$ cat config.mk
export PLATFORM = sky130hd
export DESIGN_NAME = hazard_ctrl
export DESIGN_NICKNAME = d
export VERILOG_FILES = /design/src/rtl/hazard_ctrl.sv
export SDC_FILE = /design/constraint.sdc
export NUM_CORES = 1
export LEC_CHECK = 0
export CORE_MARGIN = 2
export CORE_UTILIZATION = 38
export DETAILED_ROUTE_END_ITERATION = 8
export GPL_TIMING_DRIVEN = 0
export PLACE_DENSITY_LB_ADDON = 0.1
export SETUP_SLACK_MARGIN = 0.2
export SLEW_MARGIN = 0
export SYNTH_ARGS = -nofsm -noshare
export SYNTH_HDL_FRONTEND = slang
export SYNTH_SLANG_ARGS = --single-unit
export TNS_END_PERCENT = 5
$ cat constraint.sdc
create_clock -name clk -period 2.27 [get_ports clk]
set_clock_uncertainty 0.15 [all_clocks]
set_input_delay 0.3405 -clock clk [delete_from_list [all_inputs] [get_ports clk]]
set_output_delay 0.3405 -clock clk [all_outputs]
set_load 0.05 [all_outputs]
$ cat src/rtl/hazard_ctrl.sv
// Pipeline hazard unit: load-use/branch/RAW stalls, operand forwarding, multi-cycle mul/div hold.
// Stall and forward outputs are combinational; md_busy follows md_start by one edge for md_len-1 cycles.
// The unit is itself the backpressure source; it never waits on anything downstream.
// Build option: define HAZARD_FWD_EN to enable forwarding; without it, RAW hazards on E/M stall instead.
module hazard_ctrl (
   input  logic        clk,
   input  logic        rst_n,
   input  logic [4:0]  Rs_D,
   input  logic [4:0]  Rt_D,
   input  logic [4:0]  Rs_E,
   input  logic [4:0]  Rt_E,
   input  logic [4:0]  WriteReg_E,
   input  logic [4:0]  WriteReg_M,
   input  logic [4:0]  WriteReg_W,
   input  logic        RegWrite_E,
   input  logic        RegWrite_M,
   input  logic        RegWrite_W,
   input  logic        MemToReg_E,
   input  logic        MemToReg_M,
   input  logic        Branch_D,
   input  logic        md_start,
   input  logic [5:0]  md_len,
   output logic        StallF,
   output logic        StallD,
   output logic        FlushE,
   output logic [1:0]  ForwardA_E,
   output logic [1:0]  ForwardB_E,
   output logic        ForwardA_D,
   output logic        ForwardB_D,
   output logic        md_busy,
   output logic [15:0] stall_cnt
);

   typedef enum logic {RUN, MD_WAIT} md_state_t;

   md_state_t  state_q, state_d;
   logic [5:0] md_cnt_q, md_cnt_d;
   logic       lwstall, brstall, rawstall, stall;

   // $0 is hardwired to zero, so it never creates a dependency
   function automatic logic reg_hit(input logic [4:0] src, input logic [4:0] dst);
      return (src != 5'd0) && (src == dst);
   endfunction

   logic hit_d_e, hit_d_m;
   assign hit_d_e = reg_hit(Rs_D, WriteReg_E) | reg_hit(Rt_D, WriteReg_E);
   assign hit_d_m = reg_hit(Rs_D, WriteReg_M) | reg_hit(Rt_D, WriteReg_M);

   // load in EX feeding the instruction in ID cannot be forwarded in time
   assign lwstall = MemToReg_E & RegWrite_E & hit_d_e;

   // branches compare in ID, so ALU results in EX and loads in MEM are too late
   assign brstall = Branch_D & ((RegWrite_E & hit_d_e) | (MemToReg_M & hit_d_m));

`ifdef HAZARD_FWD_EN
   assign rawstall = 1'b0;

   // EX operand select, MEM result wins over WB since it is younger
   always_comb begin
      ForwardA_E = 2'b00;
      ForwardB_E = 2'b00;
      if (RegWrite_M && reg_hit(Rs_E, WriteReg_M))
         ForwardA_E = 2'b10;
      else if (RegWrite_W && reg_hit(Rs_E, WriteReg_W))
         ForwardA_E = 2'b01;
      if (RegWrite_M && reg_hit(Rt_E, WriteReg_M))
         ForwardB_E = 2'b10;
      else if (RegWrite_W && reg_hit(Rt_E, WriteReg_W))
         ForwardB_E = 2'b01;
   end

   assign ForwardA_D = RegWrite_M & reg_hit(Rs_D, WriteReg_M);
   assign ForwardB_D = RegWrite_M & reg_hit(Rt_D, WriteReg_M);
`else
   // no bypass paths: any pending write in EX or MEM must drain before ID reads
   assign rawstall   = (RegWrite_E & hit_d_e) | (RegWrite_M & hit_d_m);
   assign ForwardA_E = 2'b00;
   assign ForwardB_E = 2'b00;
   assign ForwardA_D = 1'b0;
   assign ForwardB_D = 1'b0;

   logic unused_fwd;
   assign unused_fwd = ^{Rs_E, Rt_E, WriteReg_W, RegWrite_W};
`endif

   assign md_busy = (state_q == MD_WAIT);
   assign stall   = lwstall | brstall | rawstall | md_busy;
   assign StallF  = stall;
   assign StallD  = stall;
   assign FlushE  = stall;

   // mul/div sequencing: md_cnt counts the remaining busy cycles
   always_comb begin
      state_d  = state_q;
      md_cnt_d = md_cnt_q;
      case (state_q)
         RUN: begin
            if (md_start && (md_len >= 6'd2)) begin
               state_d  = MD_WAIT;
               md_cnt_d = md_len - 6'd1;
            end
         end
         MD_WAIT: begin
            md_cnt_d = md_cnt_q - 6'd1;
            if (md_cnt_q == 6'd1)
               state_d = RUN;
         end
      endcase
   end

   // FSM state and counter registers
   always_ff @(posedge clk or negedge rst_n) begin
      if (!rst_n) begin
         state_q  <= RUN;
         md_cnt_q <= 6'd0;
      end else begin
         state_q  <= state_d;
         md_cnt_q <= md_cnt_d;
      end
   end

   // saturating count of stalled cycles
   always_ff @(posedge clk or negedge rst_n) begin
      if (!rst_n)
         stall_cnt <= 16'd0;
      else if (StallD && (stall_cnt != 16'hFFFF))
         stall_cnt <= stall_cnt + 16'd1;
   end

endmodule

# Word level (Yosys, flattened, before mapping)
# Cells that the tools add are included.
word_totals:
  register_bits: 23
  word_cells: 41
  out_inout_bits: 26
classes:
  n_lt_le_gt_ge: 1
  reduce_logical: 8
  bitwise: 14
  eq_ne: 7
  n_addsub: 3
  n_mux: 5
op_table:
  columns: ["op", "count"]
  rows:
  - ["5-bit == test", 4]
  - ["16-bit by 1-bit adder with 16-bit output, second input constant", 1]
  - ["16-bit != test, second input constant", 1]
  - ["6-bit case mux with 2 select lines", 1]
  - ["6-bit by 1-bit subtractor with 6-bit output, second input constant", 2]
  - ["5-bit nonzero test", 2]
  - ["1-bit bitwise OR", 7]
  - ["1-bit bitwise AND", 6]
  - ["6-bit by 1-bit == test with 1-bit output, second input constant", 1]
  - ["6-bit by 2-bit >= comparator with 1-bit output, second input constant", 1]
  - ["1-bit logical AND", 6]
  - ["6-bit 2-to-1 mux", 1]
  - ["1-bit 2-to-1 mux", 2]
  - ["2-bit != test, second input constant", 1]
  - ["1-bit case mux with 2 select lines", 1]
  - ["1-bit NOT", 1]

# Depth between registers and ports, before layout
# Gate-level depths: netlist of run 1.
depth:
  word_depth: 10
  depth_mapped: 8
  ltp_nobuf: 8

# Least setup slack after synthesis of run 1
# No wires, ideal clock.
synth_timing:
  path_type: "input to output"
  start: "input port Rs_D[1]"
  end: "output port StallD"
  path_slack_ns: -0.368
  t_arrival_ns: 2.148
  path_stages: 7
  t_required_ns: 1.780
  path_cell_list: "or4_1 nor2_2 nor4_1 nor4_4 buf_6 inv_1 buf_4"
synth_via:
  elab_chain_cells: 9
synth_lines:
  columns: ["element", "line", "text"]
  rows:
  - ["from (decl)", "8", "input logic [4:0] Rs_D,"]
  - ["5-bit == test or 5-bit nonzero test (tied branches)", "42", "return (src != 5'd0) && (src == dst);"]
  - ["1-bit logical AND", "42", null]
  - ["1-bit bitwise OR (on tied branches)", "46, 47", null]
  - ["1-bit bitwise AND (on tied branches)", "53, 76", null]
  - ["1-bit bitwise OR", "53", "assign brstall = Branch_D & ((RegWrite_E & hit_d_e) | (MemToReg_M & hit_d_m));"]
  - ["1-bit bitwise AND", "53", null]
  - ["1-bit bitwise OR", "87", "assign stall = lwstall | brstall | rawstall | md_busy;"]
  - ["1-bit bitwise OR (*) (2 in series)", "87", null]
  - ["to (decl)", "24", "output logic StallD,"]
# Mark *: on every way between the ends. The rest lies on a longest branch, timed or not.

# Worst setup path in the final report of run 1
layout_timing:
  start: "input port Rs_D[4]"
  end: "output port StallF"
layout_via:
  elab_chain_cells: 9
layout_lines:
  columns: ["element", "line", "text"]
  rows:
  - ["5-bit == test or 5-bit nonzero test (tied branches)", "42", null]
  - ["1-bit logical AND", "42", null]
  - ["1-bit bitwise OR (on tied branches)", "46, 47", null]
  - ["1-bit bitwise AND (on tied branches)", "53, 76", null]
  - ["1-bit bitwise OR", "53", null]
  - ["1-bit bitwise AND", "53", null]
  - ["1-bit bitwise OR", "87", null]
  - ["1-bit bitwise OR (*) (2 in series)", "87", null]
  - ["to (decl)", "23", "output logic StallF,"]
# Marked as above.

==> metrics, run 1 <==
status complete, but fails checks; violated checks negative setup slack; Max Freq roughly 390 MHz; Worst slew margin 27.8%; Crit path arrival time just over 2 ns; flip-flop and latch count after synthesis 23; DRT Pass-1 Iters 4; clock root cell clkbuf_8; CP endpoint kind output port; pre-CTS setup slack -1.41 ns; DIE HEIGHT 70.6 um; Core ar. 4320 um^2; CTS H-tree depth 1; Layout Area Growth over Synthesis 47.3%; clock sinks 23; die area 4990 um^2; Lkg Pwr 0.00118 uW; Worst Hold Class reg -> reg; Iteration-0 DRC Markers 58; syn avg cell area between 9 and 10 um^2; clk_lat worst skew 0.26 ns; CTS tree built; clk buf depth 2; routed via count 1456; main area contributors after synthesis dfrtp_1 34%, xor2_1 12%, xnor2_1 8.3%, buf_4 4.0%, ha_1 3.7%; Post-CTS Hold Buffers 0; Routability Congestion 0.776; Final Max Slew Viols 0; top post-synthesis cells by count 23 x dfrtp_1, 23 x xor2_1, 16 x xnor2_1; Total Power 2120 uW; WP data required 1.78 ns; Final #Nets 301; VDD IR max 456 uV; post-synthesis sequential area ratio 34.1%; # fillers 414; cell row count 24; post-synth top area cell dfrtp_1; Min Clock Period, post-route 2.55 ns; final setup violation count 3; vias in the first global route 1435; Wirelength per Cell 12.8 um; I/O Pins 76; largest net degree at the start of global routing 24; Pwr per Cell Area 852 nW/um^2; port bufs 52; Synth top area share around 34%; Cell Area, Synth ~1700 um^2; placed instance area 2290 um^2; Synth cell types 43; RSZ-0062 raised after global routing yes; actual slew at the worst max-slew pin approximately 1.1 ns; HPWL after DPL 2.89 mm; Async SR Flop Fraction 100%; wirelength, routed about 3.8 mm; Remaining Overflow, GRT 0; final hold viol count 0; Starting Density 39.0%; CTS Buf Count 3; Die Span X about 71 um; Syn Inst Count about 180; Main synth FF type dfrtp_1; post-route ant nets 0; antenna cells 0; initial antenna violation count 0; max-cap violation count 0; Clock Pin Slew Worst Setup and Hold Paths 0.08 ns; detailed-route DRC error count 0; Final Cycle Share 112%; first-pass GRT wire length 6.49 mm; worst setup margin -0.279 ns; GRT Util Overall 15.8%; startpoint types primary input; share of layout cells above drive strength 1 24.5%; final core occ 57.5%; design area 2490 um^2; Post-synth EDFFs 0; CP max FO 3; Ys Warns 0; Crit Path Class in -> out; Vias/cell between 4 and 5
cells by family (layout without fill, tap and decap cells):
kind of cell	Yosys count	count (layout)	synth area share (%)
AOI/OAI and AO/OA	18	18	7.86
xor gates and xnor gates	39	39	20.2
adders and majority gates	5	5	3.71
buffers and inverters	18	79	6.52
DFF	23	23	34.1
muxes	3	3	2.15
other	1	6	0.222
and+or+nand+nor	72	72	25.2
timing repair:
item / in CTS / in global routing
setup endpoints to repair: 27 / 29
hold endpoints to repair: 0 / 0
gates resized for setup: 90 / 22
pin swaps: 14 / 12
setup buffers: 5 / 0
worst max-delay path: stages:
cell	delay, ns
buf_8	0.10
or4_4	0.54
nor2_4	0.10
or4_4	0.14
a21oi_4	0.06
nor4_4	0.34
buf_6	0.16
inv_4	0.04
buf_6	0.10
buf_8	0.14
registers in the layout (all words and copies together) (netlist names):
signal	count
md_cnt_q	6
stall_cnt	16
md_busy	1
power by group:
| part | internal, uW | total, uW | switching (uW) |
|---|---|---|---|
| Sequential | 551 | 699 | 148 |
| Combinational | 485 | 1160 | 672 |
| Clock | 125 | 262 | 137 |
cell usage in the layout (no fill, tap or decap), drive strengths merged, types with 3 or more instances in the layout:
cell type / synthesis / layout
clkbuf: 1 / 6
nand3: 12 / 12
dfrtp: 23 / 23
inv: 6 / 6
nand4: 3 / 3
buf: 11 / 27
or3: 3 / 3
ha: 5 / 5
a21oi: 6 / 6
conb: 1 / 6
xnor2: 16 / 16
nand2: 12 / 12
clkdlybuf4s15: 0 / 3
or4: 5 / 5
nor3: 9 / 9
xor2: 23 / 23
o22a: 4 / 4
dlygate4sd2: 0 / 4
dlymetal6s2s: 0 / 8
clkdlybuf4s50: 0 / 25
nor2: 16 / 16
metal layers:
layer / GRT usage, % / wire, um / vias to the layer above
met5: 0 / 0 / -
met4: 2.31 / 12 / 0
met3: 3.85 / 148 / 2
met2: 27.7 / 1950 / 26
met1: 20.4 / 1700 / 686
li1: - / - / 742
path summary, 6_finish.rpt:
kind,end,slack [ns],cells after the start,start
max,StallF,-0.28,10,Rs_D[4]
min in group asynchronous,stall_cnt[14],0.50,1,rst_n
min,stall_cnt[9],0.34,1,stall_cnt[9]
max reg2reg,stall_cnt[1],0.25,7,stall_cnt[0]
min reg2reg,stall_cnt[9],0.34,1,stall_cnt[9]
max in group asynchronous,md_cnt_q[4],0.82,1,rst_n
metrics by stage:
step                      instances  hold WS (ns)  TNS, ns
after floorplan                 184        -0.105   -0.839
after global placement          288         0.324   -14.42
after CTS                       297         0.343    -1.27
after detailed placement        288         0.327   -14.42
after global routing            297         0.361    -1.08
final                           297         0.345   -0.771
area by class of cell:
class                           count  area (um^2)  share of cell area, %
Multi-Input combinational cell    143         1100                   44.3
Tap cell                           52         65.1                   2.62
Inverter                            6         25.0                   1.01
Buffer                             12          101                   4.08
Timing Repair Buffer               57          572                   23.0
Sequential cell                    23          576                   23.2
Clock buffer                        4         45.0                   1.81
Note: power is estimated with default switching activity, not from simulation.
==> run 2, diff against run 1 <==
--- a/config.mk
+++ b/config.mk
@@ -5,6 +5,7 @@
 export SDC_FILE = /design/constraint.sdc
 export NUM_CORES = 1
 export LEC_CHECK = 0
+export CAP_MARGIN = 20
 export CORE_MARGIN = 2
 export CORE_UTILIZATION = 38
 export DETAILED_ROUTE_END_ITERATION = 8
==> metrics, run 2 (synthesized netlist as in run 1, its figures left out) <==
status complete, but fails checks; violated checks negative setup slack; routed via count 1459; GRT Util Overall 15.8%; clock power share 12.3%; Worst slew margin about two thirds; detailed-route DRC error count 0; Die Span X 70.6 um; CTS Buf Count 3; CP max FO 3; largest net degree at the start of global routing 24; port bufs 52; actual slew at the worst max-slew pin 0.524 ns; commonest non-fill, non-tap cell in the layout clkdlybuf4s50_1; Final Max Slew Viols 0; switching power ~960 uW; Reg with most FFs stall_cnt; Reg2Reg Setup Slack 0.25 ns; worst reg2reg startpoint stall_cnt[0]; DR top layer met4; DIE HEIGHT between 70 and 80 um; Iteration-0 DRC Markers 49; CTS H-tree depth 1; I/O Pins 76; CP delay by family, top simple AND/OR/NAND/NOR gates; startpoint types primary input; Pwr per Cell Area 843 nW/um^2; Comb power frac 54.8%; vias in the first global route 1435; Routability Congestion roughly 0.78; crit-path max cell delay between 0.5 and 0.6 ns; crit path from Rs_D[4]; FF-to-FF End stall_cnt[1]; share of layout cells above drive strength 1 ~25%; Post-CTS Hold Buffers 0; Wirelength per Cell approximately 13 um; post-route non-filler standard cell count between 200 and 300; Final #Nets 302; final setup violation count 4; cell row count 24; most frequent cells in the layout 24 x clkdlybuf4s50_1, 23 x xor2_1, 23 x dfrtp_1; Core ar. 4320 um^2; worst setup margin -0.288 ns; Vias/cell 4.90; Int Pwr about 1200 uW; VDD IR max 457 uV; CP max-delay cell or4_4; final hold viol count 0; wire length on met2 1.93 mm; post-placement cell count ~290; CTS tree built; post-route ant nets 0; Remaining Overflow, GRT 0; Crit path arrival time 2.07 ns; R2R cell count 7; antenna cells 0; Min Clock Period, post-route about 2.6 ns; Crit path depth 10; Buf/Inv on CP 5; first-pass GRT wire length 6.49 mm; Starting Density 39.0%; max reg flops 16; Lkg Pwr between 0.001 and 0.0015 uW; Worst Hold Class in -> async; Crit Path Class in -> out; RSZ-0062 raised after global routing yes; Layout Area Growth over Synthesis 49.1%; clk_lat worst skew 0.26 ns; Clock Pin Slew Worst Setup and Hold Paths 0.08 ns; Final Cycle Share 113%; DRT Pass-1 Iters 4; clock root cell clkbuf_8; worst path cell trace buf_8 -> or4_4 -> nor2_4 -> or4_4 -> a21oi_4 -> nor4_4 -> buf_6 -> inv_4 -> buf_6 -> buf_8; Post-Route M1 WL 1.71 mm; switch share a little under half; setup TNS -0.807 ns; HPWL after DPL 2.89 mm; met3 wire length 151 um; clk buf depth 2; Max Freq 391 MHz; CP endpoint kind output port; max-cap violation count 0; initial antenna violation count 0; WP data required 1.78 ns; clock sinks 23; # fillers between 400 and 500; Reg power frac 32.9%; crit path to StallF; die area 4990 um^2; wirelength, routed about 3.8 mm
run 2: metal layers:
layer  GRT usage, %  vias to the layer above
li1               -                      741
met1           20.4                      688
met2           27.7                       28
met3           3.85                        2
met4           2.31                        0
met5              0                        -
run 2: layout make-up:
class | instances | area [um^2] | share of cell area [%]
Sequential cell | 23 | 576 | 22.9
Tap cell | 52 | 65.1 | 2.59
Inverter | 6 | 25.0 | 0.995
Multi-Input combinational cell | 143 | 1100 | 43.8
Clock buffer | 4 | 45.0 | 1.79
Timing Repair Buffer | 58 | 602 | 23.9
Buffer | 12 | 101 | 4.03
run 2: how the worst min path moves through the flow:
stage | from | endpoint | slack (ns)
6_report | rst_n | stall_cnt[14] | 0.22
5_1_grt | rst_n | stall_cnt[14] | 0.24
4_1_cts | stall_cnt[9] | stall_cnt[9] | 0.34
3_5_place_dp | stall_cnt[9] | stall_cnt[9] | 0.33
3_3_place_gp | stall_cnt[10] | stall_cnt[10] | 0.32
2_1_floorplan | rst_n | md_busy | -0.11
run 2: worst reg2reg max path, cell delays in order (launching register included):
cell	delay [ns]
dfrtp_1	0.41
ha_1	0.22
nand2_1	0.08
nor2_2	0.17
and3_1	0.21
nand3_2	0.21
nand2b_4	0.16
mux2_4	0.30
run 2: repair_timing:
item,CTS,global route
cloned,0,0
buffers inserted,5,0
pin swaps,14,12
gates resized for setup,90,23
setup endpoints to repair,27,30
run 2: power groups by stage:
stage | Clock, uW | Combinational (uW) | Sequential (uW)
after detailed placement | 0 | 1120 | 708
after global placement | 0 | 1110 | 709
after CTS | 272 | 1150 | 700
after global routing | 290 | 1250 | 722
after floorplan | 0 | 504 | 964
final | 261 | 1160 | 698
run 2: metrics by stage:
step	total power [uW]	setup slack, ns	area (um^2)	utilization (%)	hold slack (ns)
global route	2260	-0.349	2520	58.2	0.236
finish	2120	-0.288	2520	58.2	0.221
floorplan	1470	-0.368	1710	-	-0.105
global placement	1820	-1.42	2290	53.0	0.324
detailed placement	1830	-1.41	2290	53.0	0.327
CTS	2120	-0.285	2420	56.0	0.343
==> run 3, diff against run 2 <==
--- a/config.mk
+++ b/config.mk
@@ -6,7 +6,7 @@
 export NUM_CORES = 1
 export LEC_CHECK = 0
 export CAP_MARGIN = 20
-export CORE_MARGIN = 2
+export CORE_MARGIN = 10
 export CORE_UTILIZATION = 38
 export DETAILED_ROUTE_END_ITERATION = 8
 export GPL_TIMING_DRIVEN = 0
@@ -16,4 +16,4 @@
 export SYNTH_ARGS = -nofsm -noshare
 export SYNTH_HDL_FRONTEND = slang
 export SYNTH_SLANG_ARGS = --single-unit
-export TNS_END_PERCENT = 5
+export TNS_END_PERCENT = 50
==> metrics, run 3 (synthesized netlist as in run 1, its figures left out) <==
Wirelength per Cell 14.5 um; DIE HEIGHT just under 90 um; max-cap violation count 0; VDD IR max 446 uV; Worst Hold Class in -> async; HPWL after DPL 3.31 mm; post-placement cell count 288; RSZ-0062 raised after global routing yes; Core ar. 4320 um^2; WHS 0.175 ns; Die Span X 86.6 um; Iteration-0 DRC Markers 33; Lkg Pwr 0.00126 uW; Reg with most FFs stall_cnt; antenna cells 0; WP data required 1.78 ns; die area approximately 7500 um^2; violated checks negative setup slack; vias in the first global route 1517; max reg flops 16; final setup violation count 12; design area ~2700 um^2; Layout Area Growth over Synthesis 61.1%; Routability Congestion about 0.86; # fillers 395; share of layout cells above drive strength 1 between 30% and 40%; final hold viol count 0; wirelength, routed 4.44 mm; post-route non-filler standard cell count 306; routed via count 1499; Worst slew margin 64.9%; GRT Util Overall 12.0%; detailed-route DRC error count 0; Min Clock Period, post-route 2.45 ns; actual slew at the worst max-slew pin between 0.5 and 0.6 ns; clk_lat worst skew 0.27 ns; largest net degree at the start of global routing 24; DRT Pass-1 Iters 4; I/O Pins 76; first-pass GRT wire length about 7.4 mm; Crit Path Class in -> out; status complete, but fails checks; Final Cycle Share 108%; Final #Nets 310; port bufs 52; CTS H-tree depth 1; cell row count 24; Starting Density about 40%; worst setup margin -0.184 ns; clock root cell clkbuf_8; most frequent cells in the layout 23 x xor2_1, 23 x clkdlybuf4s50_1, 15 x buf_4, 15 x dfrtp_1, 13 x buf_6; Vias/cell between 4 and 5; CP max FO 3; CP endpoint kind output port; clock sinks 23; clk buf depth 2; Pwr per Cell Area 824 nW/um^2; Max Freq 408 MHz; Remaining Overflow, GRT 0; post-route ant nets 0; placed instance area between 2000 and 2500 um^2; initial antenna violation count 0; startpoint types primary input; CTS tree built; Post-CTS Hold Buffers 0; Crit path arrival time about 2 ns; Clock Pin Slew Worst Setup and Hold Paths 0.09 ns; Final Max Slew Viols 0; CTS Buf Count 3
## run 3: cell count changes in the layout (fill, tap and decap cells not counted), moves of 5 or more
cell and change:
dfrtp_2 +8, buf_6 +7, nor2_1 -6, dfrtp_1 -8
nor2_4 +5
## run 3: power by group
part | internal (uW) | leakage [uW] | switching, uW
sequential | 563 | 0.000277 | 150
clock | 123 | 0.0000255 | 142
combinational | 551 | 0.000962 | 712
## run 3: final timing paths
| kind | from | slack (ns) | to | cells after the start |
|---|---|---|---|---|
| min in group clk | stall_cnt[5] | 0.33 | stall_cnt[5] | 1 |
| worst min-delay path | rst_n | 0.18 | stall_cnt[14] | 1 |
| worst max-delay path | Rs_D[2] | -0.18 | StallF | 10 |
| worst max register to register | stall_cnt[0] | 0.22 | stall_cnt[8] | 8 |
| max in group asynchronous | rst_n | 1.38 | stall_cnt[5] | 2 |
| worst min register to register | stall_cnt[5] | 0.33 | stall_cnt[5] | 1 |
## run 3: worst max-delay path, stage by stage
cell	delay, ns
buf_8	0.09
or4_4	0.54
nor2_4	0.11
buf_6	0.11
nor4_4	0.03
nor4_4	0.31
buf_6	0.16
inv_4	0.04
buf_6	0.10
buf_8	0.14
## run 3: timing repair
action / CTS / global route
setup endpoints to repair: 26 / 25
resized for setup: 124 / 38
setup buffers: 10 / 2
pin swaps: 27 / 22
gates cloned: 1 / 0
## run 3: cell type report
class	count	area (um^2)	share of cell area, %
well taps	52	65.1	2.39
multi-input cells	143	1200	44.3
flip-flops and latches	23	586	21.5
plain buffers	12	101	3.73
clock inverters	1	5.00	0.184
repair buffers	66	692	25.4
clock buffers	3	41.3	1.52
inverters	6	25.0	0.920
## run 3: per-layer routing
| layer | part of all wire, % | vias up | GRT usage [%] |
|---|---|---|---|
| met4 | 1.1 | 0 | 2.21 |
| met1 | 41 | 707 | 13.9 |
| met2 | 53 | 30 | 21.3 |
| met5 | 0 | - | 0 |
| li1 | - | 758 | - |
| met3 | 4.9 | 4 | 3.38 |
## run 3: through the flow
stage	setup slack [ns]	utilization (%)	power (uW)	TNS, ns
floorplan	-0.360	-	1480	-0.802
global placement	-1.43	53.5	1850	-14.51
detailed placement	-1.43	53.5	1850	-14.49
CTS	-0.288	59.6	2220	-1.24
global route	-0.254	62.9	2390	-1.89
finish	-0.184	62.9	2240	-0.987
